===== config.mk =====
export PLATFORM = sky130hd
export DESIGN_NAME = abacus_counter_reader
export DESIGN_NICKNAME = d
export VERILOG_FILES = /design/src/rtl/abacus_counter_reader.sv
export SDC_FILE = /design/constraint.sdc
export NUM_CORES = 1
export LEC_CHECK = 0
export ABC_AREA = 1
export BUFFER_PORTS_ARGS = -buffer_cell sky130_fd_sc_hd__buf_2
export CAP_MARGIN = 0
export CORE_MARGIN = 1
export CORE_UTILIZATION = 50
export CTS_CLUSTER_SIZE = 24
export DETAILED_ROUTE_END_ITERATION = 10
export GPL_ROUTABILITY_DRIVEN = 0
export PLACE_DENSITY_LB_ADDON = 0.25
export SYNTH_ARGS = -nofsm -noshare
export SYNTH_HDL_FRONTEND = slang
export SYNTH_SLANG_ARGS = --single-unit

===== constraint.sdc =====
create_clock -name clk -period 4.1 [get_ports clk]
set_clock_uncertainty 0.05 [all_clocks]
set_input_delay 0.205 -clock clk [delete_from_list [all_inputs] [get_ports clk]]
set_output_delay 0.205 -clock clk [all_outputs]
set_load 0.05 [all_outputs]

===== src/rtl/abacus_counter_reader.sv =====
// abacus_counter_reader
//
// Wishbone initiator that sweeps a contiguous, word-aligned range of profiler
// registers. Each word is fetched with one single-beat read, then forwarded
// with its address on a valid/ready output stream, so counter snapshots can be
// exported without CPU involvement.
//
// Ports:
//   clk, rst            clock (rising edge), asynchronous active-high reset
//   start               one-cycle sweep request, ignored while busy
//   cfg_use_default     1: sweep from ABACUS_BASE_ADDR, 0: from cfg_base_addr
//   cfg_base_addr       first address, bits [1:0] forced to 0
//   cfg_word_count      number of words to read (0..63)
//   abort               cancels a sweep; beats start, ack and m_ready
//   busy                sweep in progress
//   done                one-cycle pulse on normal end or timeout
//   timeout_err         sticky timeout flag, cleared by the next accepted start
//   wb_*                Wishbone initiator (reads only)
//   m_valid/m_ready     output stream handshake
//   m_data/m_addr       captured read data and its address
//   m_last              final beat of the sweep
//
// Stream handshake: a beat transfers on any rising edge where m_valid and
// m_ready are both 1. Once m_valid rises, m_data, m_addr and m_last hold
// stable and m_valid stays high until the transfer (or an abort/reset).
module abacus_counter_reader #(
  parameter int          TIMEOUT_CYCLES   = 16,
  parameter logic [31:0] ABACUS_BASE_ADDR = 32'hf0030000
) (
  input  logic        clk,
  input  logic        rst,
  input  logic        start,
  input  logic        cfg_use_default,
  input  logic [31:0] cfg_base_addr,
  input  logic [5:0]  cfg_word_count,
  input  logic        abort,
  output logic        busy,
  output logic        done,
  output logic        timeout_err,
  output logic        wb_cyc,
  output logic        wb_stb,
  output logic        wb_we,
  output logic [31:0] wb_adr,
  output logic [31:0] wb_dat_o,
  input  logic [31:0] wb_dat_i,
  input  logic        wb_ack,
  output logic        m_valid,
  input  logic        m_ready,
  output logic [31:0] m_data,
  output logic [31:0] m_addr,
  output logic        m_last
);

  localparam int TW = $clog2(TIMEOUT_CYCLES + 1);

  typedef enum logic [1:0] {
    IDLE = 2'd0,
    REQ  = 2'd1,
    OUT  = 2'd2
  } state_t;

  state_t          state;
  state_t          state_nxt;
  logic [31:0]     addr;
  logic [5:0]      remaining;
  logic [TW-1:0]   tmo_cnt;

  // Decoded actions for the current cycle, consumed by the datapath.
  logic load;        // non-empty sweep accepted
  logic zero_start;  // empty sweep accepted: only a done pulse
  logic capture;     // ack received, latch the beat
  logic advance;     // beat accepted, move to the next word
  logic tmo_hit;     // read expired without ack
  logic finish;      // last beat accepted

  // Next-state and action decode. abort overrides everything else.
  always_comb begin
    state_nxt  = state;
    load       = 1'b0;
    zero_start = 1'b0;
    capture    = 1'b0;
    advance    = 1'b0;
    tmo_hit    = 1'b0;
    finish     = 1'b0;
    if (abort) begin
      state_nxt = IDLE;
    end else begin
      case (state)
        IDLE: begin
          if (start) begin
            if (cfg_word_count != 6'd0) begin
              load      = 1'b1;
              state_nxt = REQ;
            end else begin
              zero_start = 1'b1;
            end
          end
        end
        REQ: begin
          if (wb_ack) begin
            capture   = 1'b1;
            state_nxt = OUT;
          end else if (tmo_cnt == TW'(TIMEOUT_CYCLES - 1)) begin
            tmo_hit   = 1'b1;
            state_nxt = IDLE;
          end
        end
        OUT: begin
          if (m_ready) begin
            if (m_last) begin
              finish    = 1'b1;
              state_nxt = IDLE;
            end else begin
              advance   = 1'b1;
              state_nxt = REQ;
            end
          end
        end
        default: state_nxt = IDLE;
      endcase
    end
  end

  always_ff @(posedge clk or posedge rst) begin
    if (rst) begin
      state <= IDLE;
    end else begin
      state <= state_nxt;
    end
  end

  always_ff @(posedge clk or posedge rst) begin
    if (rst) begin
      addr        <= 32'd0;
      remaining   <= 6'd0;
      tmo_cnt     <= '0;
      done        <= 1'b0;
      timeout_err <= 1'b0;
      m_data      <= 32'd0;
      m_addr      <= 32'd0;
      m_last      <= 1'b0;
    end else begin
      done <= zero_start | tmo_hit | finish;

      if (load | zero_start) begin
        timeout_err <= 1'b0;
      end else if (tmo_hit) begin
        timeout_err <= 1'b1;
      end

      if (load) begin
        addr      <= (cfg_use_default ? ABACUS_BASE_ADDR : cfg_base_addr) & 32'hFFFF_FFFC;
        remaining <= cfg_word_count;
        tmo_cnt   <= '0;
      end else if (advance) begin
        // Wraps naturally at 2^32.
        addr      <= addr + 32'd4;
        remaining <= remaining - 6'd1;
        tmo_cnt   <= '0;
      end else if (state == REQ) begin
        tmo_cnt <= tmo_cnt + 1'b1;
      end

      if (capture) begin
        m_data <= wb_dat_i;
        m_addr <= addr;
        m_last <= (remaining == 6'd1);
      end
    end
  end

  // Bus and stream controls decode straight from the state register, so an
  // asynchronous reset drops them immediately.
  assign busy     = (state != IDLE);
  assign wb_cyc   = (state == REQ);
  assign wb_stb   = (state == REQ);
  assign wb_we    = 1'b0;
  assign wb_adr   = addr;
  assign wb_dat_o = 32'd0;
  assign m_valid  = (state == OUT);

endmodule


==> results.ini, run 1 <==
[yosys]
yosysMostFrequentCell=nand2_1
synthTopCellsByArea=dfrtp_1 46%, nand2_1 20%, buf_4 5.0%
ys_dominant_reg_cell=dfrtp_1
synth-seq-cells=108
yosysWarnings=0
syn_area_mm2=0.00588
avgSynthCellArea_um2=7.47
syn_inst=788
ys_async_sr_fraction_pct=100
yosys.area.top_type=dfrtp_1
ys_seq_area_share_pct=45.9
synth_edf_count=0
synth_cell_type_count=32
synth_common_cells=307 x nand2_1, 108 x dfrtp_1, 73 x nor2_1
synth_top_area_share_pct=45.9

[floorplanning]
fp.coreArea_mm2=0.0115
core.rowCount=39
ios=213
die_w_um=110
die_area_mm2=0.0122
die_height_um=110
initial_core_util_pct=51.3

[power]
total_power_w=0.00463
cellLeakagePower_nw=3.91
p_per_area_mw_per_mm2=647
vdd_drop_max_mv=0.397

[setup_path]
cp.arrival_ns=2.44
cp_max_fo=47
worstSetupStartpointType=flip-flop
reg2reg_to=wb_adr[31]
path_class=reg2reg
r2r_cells=9
worstPathRequired_ns=4.29
cp-end-kind=flip-flop
r2r_setup_slack_ns=1.85
rr_startpoint=state[1]

[final_layout]
multiInputGateArea_mm2=0.00261
area_growth_pct=21.5
regArea_mm2=0.00270
fill_cells=1059
insertedDiodeCount=0
final_net_count=1048
layout-drive-gt1-share_pct=22.6
fin_util_pct=62.4

[sta]
maxSlewHeadroom_pct=46.4
post-route-period-util_pct=54.9
setup_viol=0
worst_pin_slew_ns=0.803
fin_hold_ws_ns=-0.00134
fin_tns_setup_ns=0
max_freq_mhz=444
hold_viol=2
fin_crit_ns=2.25
maxSlewViolCount=0
rsz0062_at_grt=false

[global_route]
grt.overflow.total=0
antenna_found_initial=0
grt.total_usage_pct=25.8
grt_pass1_wl_mm=25.2
grt_max_degree=89
grt_pass1_vias=5052

[clocking]
tritoncts=done
post_cts_buffers=0
h-tree-depth=3
numCtsBuffers=9
cts-root-buf=clkbuf_16
path_clk_slew_ns=0.08
cts_max_path_buffers=2
clock_latency_ns=0.36
clock-sinks=108

[routing]
postRouteWirelength_mm=15.4
drc=0
wl_per_cell_um=13.8
dr.pass1.iters=5
drt_iter0_drc=451
ant_nets=0
via_count=5458
avgViaCountPerCell=4.90

[placed_design]
io_buffers=173
post-dp-hpwl_mm=11.3

[min_path]
holdCritPathClass=in2reg
hold_depth=3
min_to=m_data[31]
hp-start=wb_dat_i[31]

[outcome]
violations=negative hold slack
status=complete, but fails checks

[run]
cap_violations=0

-- final cells by class --
type	instances	share of cell area, %
multi-input cells	587	36.4
clock inverters	7	1.50
flip-flops and latches	108	37.8
well taps	143	2.50
inverters	63	3.34
repair buffers	197	15.3
clock buffers	9	3.15
-- cells by family after synthesis --
kind of cell,Yosys count,share of synthesized area [%]
AND/OR/NAND/NOR,458,31.9
buffers and inverters,129,12.1
flip-flops,108,45.9
AO/OA/AOI/OAI,77,7.51
XOR/XNOR,10,1.49
adder cells (fa/ha/maj),5,1.06
other,1,0.0637
-- layout by cell type (no fill, tap or decap), types with 2 or more instances in the layout --
master	count
nand2_2	4
nor2_1	73
inv_2	4
a21oi_2	6
dfrtp_1	108
and2_1	3
xor2_1	7
o21bai_1	2
dlygate4sd3_1	19
o21ai_0	42
o221ai_1	3
a21oi_1	4
ha_1	5
nor2_4	4
buf_4	5
nand4_1	4
nand3_1	52
nor2_2	4
o211ai_1	6
xnor2_1	3
bufinv_16	2
inv_1	58
buf_2	173
nand2_1	307
nor3_1	3
o21ai_1	13
inv_6	3
conb_1	37
clkbuf_16	9
-- per-stage QoR --
stage | hold slack (ns) | cell area (um2) | instances | worst slack, ns
floorplan | 0.252 | 6020 | 824 | 0.999
global placement | 0.127 | 6630 | 1079 | 1.87
detailed placement | 0.127 | 6630 | 1079 | 1.85
CTS | 0.000668 | 7150 | 1114 | 1.84
global route | 0.0113 | 7150 | 1114 | 1.63
finish | -0.00134 | 7150 | 1114 | 1.85
-- power breakdown --
group	switching, W	internal [W]	leakage [nW]	total (W)
Clock	0.000420	0.000547	0.164	0.000966
Sequential	0.000246	0.00136	1.37	0.00161
Combinational	0.00160	0.000456	2.37	0.00205
-- what timing repair did --
item	in CTS	in global routing
endpoints found under the hold margin	39	0
resized for setup	0	0
hold buffers	19	0
-- metal layers --
metal	up-vias	GRT usage, %	part of all wire [%]	wire, um
met5	-	0	0	0
met3	29	3.90	5.9	904
met4	0	10.3	2.2	346
met2	229	40.0	45	6910
met1	2455	36.4	47	7220
li1	2745	-	-	-
-- critical path: stages (launching register included) --
cell and delay, ns:
dfrtp_1 0.43, inv_1 0.08, nand2_2 0.05, nor2_2 0.11, nand3_2 0.48, nand2_2 0.20
buf_4 0.44, o21ai_1 0.14, inv_1 0.09, a21oi_2 0.05
-- sequential cells by signal, indices dropped and copies added, names as in the netlist --
register,count
m_data,32
m_addr,30
wb_adr,30
remaining,6
tmo_cnt,5
state,2
done,1
m_last,1
timeout_err,1
-- how the worst max path moves through the flow --
stage                     startpoint         end  depth (start not counted)
after floorplan                  rst        done                          1
after global placement      state[1]  wb_adr[31]                          9
after detailed placement    state[1]  wb_adr[31]                          9
after CTS                   state[1]  wb_adr[31]                          9
after global routing        state[1]  wb_adr[31]                          9
final                       state[1]  wb_adr[31]                          9
Note: power is estimated with default switching activity, not from simulation.
==> inputs of run 2 (changes only) <==
--- a/config.mk
+++ b/config.mk
@@ -5,11 +5,11 @@
 export SDC_FILE = /design/constraint.sdc
 export NUM_CORES = 1
 export LEC_CHECK = 0
-export ABC_AREA = 1
+export ABC_AREA = 0
 export BUFFER_PORTS_ARGS = -buffer_cell sky130_fd_sc_hd__buf_2
 export CAP_MARGIN = 0
 export CORE_MARGIN = 1
-export CORE_UTILIZATION = 50
+export CORE_UTILIZATION = 49
 export CTS_CLUSTER_SIZE = 24
 export DETAILED_ROUTE_END_ITERATION = 10
 export GPL_ROUTABILITY_DRIVEN = 0
==> constraint.sdc (replaced) <==
create_clock -name clk -period 2.2 [get_ports clk]
set_clock_uncertainty 0.05 [all_clocks]
set_input_delay 0.11 -clock clk [delete_from_list [all_inputs] [get_ports clk]]
set_output_delay 0.11 -clock clk [all_outputs]
set_load 0.05 [all_outputs]
==> results.ini, run 2 <==
[power]
vdd_drop_max_mv=0.896  ; +130%
p_per_area_mw_per_mm2=1130  ; +74%
p_int_w=0.00403  ; +70%
seqPwrFrac_pct=38.0  ; +3.3 points
cellLeakagePower_nw=3.32  ; -15%
sw_frac_of_total_pct=49.0  ; +0.13 points
p_switching_w=0.00388  ; +71%
power_frac_comb_pct=47.5  ; +3.1 points
p_clk_share_pct=14.5  ; -6.4 points

[final_layout]
largest_reg_flops=32  ; unchanged
mostFrequentLayoutCells=173 x buf_2, 99 x dfrtp_1, 67 x dlygate4sd3_1
layout-drive-gt1-share_pct=39.8  ; +17 points
fin_util_pct=67.8  ; +5.4 points
final_net_count=791  ; -25%
regMostFlops=m_data
finalNonFillerCells=850  ; -24%
final_common_cell=buf_2
multiInputGateArea_mm2=0.00224  ; -14%
fill_cells=833  ; -21%
area_growth_pct=33.8
regArea_mm2=0.00271  ; +0.42%
insertedDiodeCount=0  ; unchanged

[floorplanning]
core.rowCount=37  ; -5.1%
initial_core_util_pct=50.6  ; -0.68 points
die_height_um=106  ; -4.5%
fp.coreArea_mm2=0.0104  ; -9.6%
die_w_um=106  ; -4.5%
die_area_mm2=0.0111  ; -8.8%
ios=213  ; unchanged

[yosys]
ys_async_sr_fraction_pct=100  ; unchanged
ys_seq_area_share_pct=51.5  ; +5.5 points
ys_dominant_reg_cell=dfrtp_1
yosys.area.top_type=dfrtp_1
syn_inst=469  ; -40%
synth-seq-cells=108  ; unchanged
synth_cell_type_count=51  ; +59%
synth_edf_count=0  ; unchanged
yosysMostFrequentCell=dfrtp_1
syn_area_mm2=0.00525  ; -11%
synth_top_area_share_pct=51.5  ; +5.5 points
yosysWarnings=0  ; unchanged
synth_common_cells=108 x dfrtp_1, 62 x mux2_2, 38 x buf_4
avgSynthCellArea_um2=11.2  ; +50%
synthTopCellsByArea=dfrtp_1 51%, mux2_2 13%, buf_4 5.4%

[setup_path]
worstSetupStartpointType=flip-flop
path_buf_inv=1  ; -2
critPathLaunch=state[0]
cp_top_family=simple AND/OR/NAND/NOR gates
cp_max_fo=9  ; -81%
reg2reg_to=state[1]
crit_end=state[1]
slowest_stage=nor2b_1
rr_startpoint=state[0]
slowest_delay_ns=0.59  ; +0.11 ns
r2r_setup_slack_ns=0.17  ; -1.68 ns
cp-end-kind=flip-flop
path_class=reg2reg
cp.arrival_ns=2.29  ; -0.15 ns
r2r_cells=4  ; -5
worstPathRequired_ns=2.46  ; -1.83 ns
cp.depth=4  ; -5
path_cells=nor2b_1, a22oi_1, nor2_1, dlygate4sd3_1

[routing]
via_count=4471  ; -18%
dr.pass1.iters=4  ; -1
drt_iter0_drc=184  ; -59%
drc=0  ; unchanged
wl_per_cell_um=16.0  ; +16%
avgViaCountPerCell=5.26  ; +7.4%
ant_nets=0  ; unchanged
postRouteWirelength_mm=13.6  ; -12%

[sta]
fin_tns_setup_ns=0  ; unchanged
fin_crit_ns=2.03  ; -0.220 ns
worst_pin_slew_ns=0.821  ; +0.0180 ns
max_freq_mhz=492  ; +11%
maxSlewHeadroom_pct=45.2  ; -1.2 points
post-route-period-util_pct=92.4  ; +37 points
hold_viol=0  ; -2
maxSlewViolCount=0  ; unchanged
setup_viol=0  ; unchanged
rsz0062_at_grt=false

[clocking]
h-tree-depth=3  ; unchanged
ctsResizeCount=0  ; unchanged
path_clk_slew_ns=0.10  ; +0.02 ns
cts-root-buf=clkbuf_8
clock_latency_ns=0.37  ; about the same
clock-sinks=108  ; unchanged
tritoncts=done
post_cts_buffers=0  ; unchanged
numCtsBuffers=9  ; unchanged
cts_max_path_buffers=2  ; unchanged

[global_route]
grt_max_degree=67  ; -25%
grt_pass1_vias=4490  ; -11%
grt.total_usage_pct=25.1  ; -0.74 points
antenna_found_initial=0  ; unchanged
grt.overflow.total=0  ; unchanged
grt_pass1_wl_mm=21.9  ; -13%

[placed_design]
post-dp-hpwl_mm=9.12  ; -19%
io_buffers=173  ; unchanged
post-place-cells=767  ; -29%

[min_path]
holdCritPathClass=in2reg

[run]
cap_violations=0  ; unchanged

[outcome]
status=complete, no violations

run 2: cell types whose count changed after synthesis, sizes merged, moves of 14 or more:
cell | previous run | this run
nand2 | 311 | 19
mux2 | 0 | 62
nor2 | 81 | 22
inv | 63 | 12
o21ai | 55 | 15
nand3 | 53 | 24
a31oi | 0 | 14
run 2: per-layer routing:
layer	track usage (%)	wire length [um]	part of all wire, %
met1	31.1	5590	41
met2	43.4	6870	51
met5	0	0	0
met3	5.63	872	6.4
met4	8.13	227	1.7
run 2: power groups by stage:
| stage | Clock, W | Sequential, W | Combinational (W) |
|---|---|---|---|
| CTS | 0.00118 | 0.00300 | 0.00376 |
| global route | 0.00126 | 0.00310 | 0.00393 |
| detailed placement | 0 | 0.00304 | 0.00367 |
| global placement | 0 | 0.00300 | 0.00361 |
| finish | 0.00114 | 0.00301 | 0.00376 |
| floorplan | 0 | 0.00488 | 0.000971 |
run 2: repair_timing:
item | 4_1_cts | 5_1_grt
hold endpoints to repair | 139 | 0
endpoints found under the setup margin | 0 | 1
hold buffers | 67 | 0
run 2: worst min-delay path: stages:
cell	delay, ns
buf_2	0.10
o22ai_1	0.08
a21oi_1	0.11
run 2: worst min path at each step:
stage / end / start / cells after the start / slack, ns
detailed placement: m_addr[12] / rst / 3 / 0.26
global placement: m_addr[12] / rst / 3 / 0.27
CTS: wb_adr[11] / cfg_base_addr[11] / 3 / 0.005
finish: remaining[0] / cfg_word_count[0] / 3 / 0.02
global route: wb_adr[17] / cfg_base_addr[17] / 3 / 0.02
floorplan: done / abort / 1 / 0.12
run 2: layout make-up:
class                   count  area share [%]
inverters                  13           0.748
repair buffers            256            23.8
clock buffers              10            1.96
multi-input cells         321            31.8
clock inverters             6           0.659
flip-flops and latches    108            38.6
well taps                 136            2.42
run 2: metrics by stage:
| step | total power (W) | setup slack (ns) | cell area (um2) | hold WS, ns |
|---|---|---|---|---|
| after floorplan | 0.00585 | 0.0000582 | 5400 | 0.123 |
| after global placement | 0.00661 | 0.131 | 6170 | 0.269 |
| after detailed placement | 0.00670 | 0.109 | 6170 | 0.256 |
| after CTS | 0.00794 | 0.0903 | 7030 | 0.00544 |
| after global routing | 0.00829 | 0.0438 | 7030 | 0.0231 |
| final | 0.00791 | 0.168 | 7030 | 0.0184 |
run 2: logic make-up after synthesis:
logic type	after synthesis	share of synthesized area, %
AOI/OAI and AO/OA	74	9.51
xor gates and xnor gates	12	2.00
adders and majority gates	5	1.19
buffers and inverters	76	8.53
DFF	108	51.5
muxes	63	13.5
other	1	0.0714
and+or+nand+nor	130	13.7
